### config.mk
export PLATFORM = sky130hd
export DESIGN_NAME = pt_steer_section
export DESIGN_NICKNAME = d
export VERILOG_FILES = /design/src/rtl/atf_mc_pkg.sv /design/src/rtl/pt_steer_section_mc_reg.sv /design/src/rtl/pt_steer_section.sv
export SDC_FILE = /design/constraint.sdc
export NUM_CORES = 1
export LEC_CHECK = 0
export BUFFER_PORTS_ARGS = -buffer_cell sky130_fd_sc_hd__clkbuf_2
export CAP_MARGIN = 5
export CORE_UTILIZATION = 37
export DETAILED_ROUTE_END_ITERATION = 12
export PLACE_DENSITY = 0.85
export SLEW_MARGIN = 20
export SYNTH_ARGS = -nofsm -noshare
export SYNTH_HDL_FRONTEND = slang
export SYNTH_SLANG_ARGS = --single-unit
### constraint.sdc
create_clock -name clk -period 1.4 [get_ports clk]
set_input_delay 0.07 -clock clk [delete_from_list [all_inputs] [get_ports clk]]
set_output_delay 0.07 -clock clk [all_outputs]
set_load 0.01 [all_outputs]
### src/rtl/atf_mc_pkg.sv
// Shared definitions for the ATF CPLD macrocell model.
// Purpose: register-mode encodings and a small decode helper. The macrocell
//          register stage uses this package, and the I/O block will use it too.
// Ports:   none (package).
package atf_mc_pkg;

  // Encoding of the per-macrocell reg_mode field. The fourth code, 2'b11,
  // is not listed here because the register treats it as D.
  localparam logic [1:0] MODE_D   = 2'b00;
  localparam logic [1:0] MODE_T   = 2'b01;
  localparam logic [1:0] MODE_BYP = 2'b10;

  // Returns 1 when the macrocell output bypasses the register.
  function automatic logic mode_is_bypass(input logic [1:0] mode);
    return (mode == MODE_BYP);
  endfunction

endpackage

### src/rtl/pt_steer_section_mc_reg.sv
// One-bit macrocell register stage.
// Purpose: holds the state bit s and applies the update priority
//          rst > ar > as > ce, using either the D/T rule or the bypass rule.
//          It also drives q, with the set/reset override applied
//          combinationally.
// Ports:
//   clk   in  global clock, rising edge
//   rst   in  synchronous active-high reset
//   ar    in  asynchronous-reset product term (already steered)
//   as    in  asynchronous-set product term (already steered)
//   ce    in  clock enable
//   mode  in  reg_mode field (00 D, 01 T, 10 bypass, 11 D)
//   d     in  sum-term input
//   q     out macrocell output
module mc_reg
  import atf_mc_pkg::*;
(
  input  logic       clk,
  input  logic       rst,
  input  logic       ar,
  input  logic       as,
  input  logic       ce,
  input  logic [1:0] mode,
  input  logic       d,
  output logic       q
);

  logic s;

  // State update. Reset beats set. In bypass mode s still follows d, so
  // leaving bypass starts from the last sampled d and not from a stale value.
  always_ff @(posedge clk) begin
    if (rst)
      s <= 1'b0;
    else if (ar)
      s <= 1'b0;
    else if (as)
      s <= 1'b1;
    else if (ce) begin
      if (mode == MODE_T)
        s <= s ^ d;
      else
        s <= d;
    end
  end

  // Output. Within the one-clock model, the set/reset override stands in
  // for the device's asynchronous set/reset. rst does not mask it.
  always_comb begin
    if (mode_is_bypass(mode))
      q = d;
    else if (ar)
      q = 1'b0;
    else if (as)
      q = 1'b1;
    else
      q = s;
  end

endmodule

### src/rtl/pt_steer_section.sv
// Product-term steering and macrocell register stage for N_MC macrocells.
// Purpose: routes PT5 to the sum term, async set or OE, and routes PT4 to the
//          sum term or async reset. The steered terms then feed one mc_reg
//          per macrocell.
// Ports:
//   clk, rst      global clock / synchronous active-high reset
//   pt5_mux       0: PT5 to sum term, 1: PT5 to function path
//   pt5_func_mux  1: PT5 drives OE, 0: PT5 drives async set
//   pt4_mux       0: PT4 to sum term, 1: PT4 drives async reset
//   reg_mode      2 bits per macrocell, [2i+1:2i]
//   ce            per-macrocell clock enable
//   sum_v         OR of PT1..PT3 per macrocell
//   pt5_v, pt4_v  product-term values
//   sti5_v/sti4_v steered sum-term contributions
//   oe_v          output enable (defaults to 1 when PT5 is not routed to it)
//   q_v           macrocell outputs
module pt_steer_section
  import atf_mc_pkg::*;
#(
  parameter int N_MC = 4
) (
  input  logic              clk,
  input  logic              rst,
  input  logic [N_MC-1:0]   pt5_mux,
  input  logic [N_MC-1:0]   pt5_func_mux,
  input  logic [N_MC-1:0]   pt4_mux,
  input  logic [2*N_MC-1:0] reg_mode,
  input  logic [N_MC-1:0]   ce,
  input  logic [N_MC-1:0]   sum_v,
  input  logic [N_MC-1:0]   pt5_v,
  input  logic [N_MC-1:0]   pt4_v,
  output logic [N_MC-1:0]   sti5_v,
  output logic [N_MC-1:0]   sti4_v,
  output logic [N_MC-1:0]   oe_v,
  output logic [N_MC-1:0]   q_v
);

  logic [N_MC-1:0] as_v;
  logic [N_MC-1:0] ar_v;
  logic [N_MC-1:0] d_v;
  logic [N_MC-1:0] oe_sel;

  // Steering. A route that is not selected drives 0. OE is the one
  // exception: when PT5 is not routed to it, OE falls back to VCC.
  assign sti5_v = pt5_v & ~pt5_mux;
  assign sti4_v = pt4_v & ~pt4_mux;
  assign as_v   = pt5_v & pt5_mux & ~pt5_func_mux;
  assign ar_v   = pt4_v & pt4_mux;
  assign oe_sel = pt5_mux & pt5_func_mux;
  assign oe_v   = (oe_sel & pt5_v) | ~oe_sel;
  assign d_v    = sum_v | sti5_v | sti4_v;

  for (genvar i = 0; i < N_MC; i++) begin : g_mc
    mc_reg u_mc_reg (
      .clk  (clk),
      .rst  (rst),
      .ar   (ar_v[i]),
      .as   (as_v[i]),
      .ce   (ce[i]),
      .mode (reg_mode[2*i +: 2]),
      .d    (d_v[i]),
      .q    (q_v[i])
    );
  end

endmodule

# Yosys cells after proc, flatten, opt, wreduce, memory -nomap -nowiden
# Index checks and enable logic that the tools add are counted.
totals:
  ff_bits: 4
  inputBits: 38
  out_inout_bits: 16
  elab_cells: 62
classes:
  eq_ne: 8
  n_mux: 24
  bitwise: 18
  reduce_logical: 8
op_table:
  columns: ["cell", "count"]
  rows:
  - ["$and A4 B4 Y4", 7]
  - ["$mux W1", 24]
  - ["$not A4 Y4", 4]
  - ["$or A4 B4 Y4", 3]
  - ["$eq A2 B1 Y1 const B", 4]
  - ["$eq A2 B2 Y1 const B", 4]
  - ["$reduce_bool A2 Y1", 4]
  - ["$reduce_or A2 Y1", 4]
  - ["$xor A1 B1 Y1", 4]

# Longest topological paths before layout
logic_depth:
  depth_word: 8
  ltp_mapped: 5
  depth_no_buf: 4

# By module
# From an unflattened synthesis, not the netlist that was laid out.
unflattened:
  hier_cells: 76
  area_unflattened_um2: 510.5
by_module_without_submodules:
  columns: ["module", "instances", "cells_per_inst", "area_each_um2"]
  rows:
  - ["mc_reg", 4, 12, 87.6]
  - ["pt_steer_section", 1, 28, 160.2]

# Worst setup path after synthesis
# No wires, ideal clock.
synth_timing:
  kind: "reg-to-reg"
  from: "register g_mc[0].u_mc_reg.s"
  to: "register g_mc[0].u_mc_reg.s"
  t_arrival_ns: 0.950
  required_ns: 1.341
  path_slack_ns: 0.391
  path_stages_with_launch: 5
  synth_period_minus_slack_ns: 1.009
  cell_sequence: "dfxtp_1 > inv_1 > or3_1 > mux2i_1 > o31a_1"
synth_via:
  elab_chain_len: 4
synth_lines:
  columns: ["element", "line_no", "text"]
  rows:
  - ["start, declared", "pt_steer_section_mc_reg.sv:28", "logic s;"]
  - ["start signal, assigned", "pt_steer_section_mc_reg.sv:41", "s <= s ^ d;"]
  - ["$xor A1 B1 Y1", "pt_steer_section_mc_reg.sv:41", null]
  - ["$mux W1", "pt_steer_section_mc_reg.sv:40", "if (mode == MODE_T)"]
  - ["$mux W1", "pt_steer_section_mc_reg.sv:39", "else if (ce) begin"]
  - ["$mux W1", "pt_steer_section_mc_reg.sv:37", "else if (as)"]
# Every way passes these cells. The select of a mux whose other input is x is not followed.
# A chain may end at the register's enable or synchronous reset.

# Worst setup path in the final report
layout_timing:
  from: "register g_mc[2].u_mc_reg.s"
  to: "register g_mc[2].u_mc_reg.s"
layout_via:
  elab_chain_len: 4
layout_lines:
  columns: ["element", "line_no"]
  rows:
  - ["start, declared", "pt_steer_section_mc_reg.sv:28"]
  - ["start signal, assigned", "pt_steer_section_mc_reg.sv:41"]
  - ["$xor A1 B1 Y1", "pt_steer_section_mc_reg.sv:41"]
  - ["$mux W1", "pt_steer_section_mc_reg.sv:40"]
  - ["$mux W1", "pt_steer_section_mc_reg.sv:39"]
  - ["$mux W1", "pt_steer_section_mc_reg.sv:37"]
# Every way passes these cells. The select of a mux whose other input is x is not followed.

==> flow_metrics.tcl <==
set metrics [dict create \
    die_h_microns 42.79 \
    hpwlAfterDp_microns 1382 \
    first_iter_violations 4 \
    timing.rr.start "g_mc[2].u_mc_reg.s" \
    grt_setup_unrepaired "false" \
    drtPass1Iterations 4 \
    cp_cell_sequence "inv_1 -> or3_1 -> mux2i_1 -> o31a_1" \
    cts_buffers 3 \
    reg_top3 "g_mc.u_mc_reg.s (4)" \
    dieArea_sq_mm 0.001831 \
    setup_viol 0 \
    pin_count 54 \
    relSlewSlack_pct 81.82 \
    cts_tree "built" \
    htreeDepth 1 \
    p_leak_nw 0.4865 \
    p_sw_mw 0.1770 \
    placed_area_sq_um 870.8 \
    cts-root-buf "clkbuf_4" \
    hp-class "in -> reg" \
    cp.buffers_inverters 1 \
    wl_per_cell_microns 10.16 \
    final_area_sq_um 893.4 \
    cts_resized 0 \
    p_per_area_mw_per_mm2 583.4 \
    skew_ps 0 \
    drive_gt1_share_pct 47.06 \
    top_register "g_mc.u_mc_reg.s" \
    place.gp.congestion 0.7751 \
    critPathSlowestCell "or3_1" \
    fmax_mhz 903.5 \
    track_usage_pct 19.49 \
    drc 0 \
    pwr-share-comb_pct 47.7 \
    endpoint_kind "register" \
    max_cap_viol_count 0 \
    largest_register_ff_count 4 \
    criticalPathCategory "reg -> reg" \
    critPathMaxStageDelay_ps 370 \
    worstMarginPinSlew_ps 272.2 \
    clk_pin_slew_ps 40 \
    pwr-share-seq_pct 25.1 \
    max-vdd-ir-drop_mv 0.3581 \
    hold_buffers 0 \
    final_common_cell "clkbuf_2" \
    synth_cell_types 15 \
    worst-path-max-fanout 3 \
    cts_sinks 4 \
    synth-seq-cells 4 \
    fin_setup_tns_ps 0 \
    syn2layout_area_growth_pct 45.12 \
    outcome "completed" \
    synth.avg_cell_area_sq_um 7.328 \
    vias 781 \
    yosysWarnings 0 \
    rows 14 \
    cell_internal_pwr_mw 0.3442 \
    die_w_microns 42.79 \
    nNetsFinal 176 \
    clk-insertion-delay-late_ps 230 \
    cts_buffer_depth 2 \
    period_share_pct 79.06 \
    final_max_slew_viol_count 0 \
    grt_max_degree 5 \
    first_global_vias 758 \
    p_clk_share_pct 27.2 \
    via_per_inst 5.138 \
    worst_hold_slack_ps 136.7 \
    hold_viol_final 0 \
    period_needed_ps 1107 \
    cts_setup_buffers 0 \
    grt_pass1_wl_microns 2773 \
    syn-num-nets 122 \
    syn_inst 84 \
    path_delay_family "simple AND/OR/NAND/NOR gates" \
    startpoint "g_mc[2].u_mc_reg.s" \
    synth_area_sq_um 615.6 \
    critical_path_arrival_ps 1280 \
    overflow 0 \
    wirelength_microns 1545 \
    port-buffer-count 53 \
    num_antenna_cells 0 \
    initial_core_util_pct 40.39 \
    most-common-layout-cells "clkbuf_2 (53), nand2_1 (16), o21ai_0 (8), inv_1 (8), mux2i_1 (8)" \
    antenna_found_initial 0 \
    required_ps 1570 \
    min-delay-start "pt4_v[3]" \
    yosysSeqAreaShare_pct 13.01 \
    core_area_sq_mm 0.001524 \
    ant_nets 0 \
    switching_share_pct 33.95 \
    start_kind "register" \
]
-- area by class of cell --
class / count / area (sq um)
Timing Repair Buffer: 53 / 265.3
Clock buffer: 3 / 22.52
Tap cell: 16 / 20.02
Fill cell: 146 / 630.6
Inverter: 8 / 30.03
Sequential cell: 4 / 80.08
Multi-Input combinational cell: 68 / 475.5
-- power groups by stage --
stage | sequential (mW) | combinational (mW) | clock, mW
4_1_cts | 0.131 | 0.250 | 0.150
6_report | 0.131 | 0.249 | 0.142
2_1_floorplan | 0.131 | 0.153 | 0
5_1_grt | 0.131 | 0.278 | 0.165
3_3_place_gp | 0.131 | 0.240 | 0
3_5_place_dp | 0.132 | 0.250 | 0
-- cells by family after synthesis --
logic type	after synthesis	share of synthesized area, %
flops	4	13.01
simple gates	40	44.71
compound gates	20	19.51
buf+inv	12	9.756
mux	8	13.01
-- cells in the mapped netlist (all sizes together) --
| master | instances | area (sq um) |
|---|---|---|
| dfxtp | 4 | 80.08 |
| or3 | 4 | 25.02 |
| nor2b | 8 | 80.07 |
| nand2 | 16 | 60.06 |
| inv | 8 | 30.03 |
| mux2i | 8 | 80.08 |
| o21ai | 8 | 40.04 |
| buf | 4 | 30.03 |
| o31a | 4 | 35.03 |
| nor3 | 4 | 65.06 |
| nand3b | 4 | 30.03 |
| a21oi | 4 | 20.02 |
| o22ai | 4 | 25.02 |
| nor2 | 4 | 15.01 |
-- tightest hold or removal path, stage by stage --
cell and delay, ps:
clkbuf_2 100, a21oi_1 60, o31a_1 90
-- final timing paths --
| path | cells after the start | slack, ps | end |
|---|---|---|---|
| setup / recovery | 4 | 290 | g_mc[2].u_mc_reg.s |
| hold / removal | 3 | 140 | g_mc[3].u_mc_reg.s |
| setup reg to reg | 4 | 290 | g_mc[2].u_mc_reg.s |
| hold reg to reg | 3 | 700 | g_mc[3].u_mc_reg.s |
-- stage by stage --
| stage | instances | util, % | setup slack (ps) | power (mW) |
|---|---|---|---|---|
| after floorplan | 84 | - | 390.9 | 0.2835 |
| after global placement | 149 | 57.14 | 353.2 | 0.3717 |
| after detailed placement | 149 | 57.14 | 294.1 | 0.3818 |
| after CTS | 152 | 58.62 | 282.8 | 0.5312 |
| after global routing | 152 | 58.62 | 217.9 | 0.5741 |
| final | 152 | 58.62 | 293.2 | 0.5212 |
-- routing by layer --
metal / wire (microns) / track usage [%]
met1: 593 / 19.79
met2: 879 / 36.97
met3: 72 / 6.383
met4: 0 / 5.625
met5: 0 / 0
Note: power is estimated with default switching activity, not from simulation.
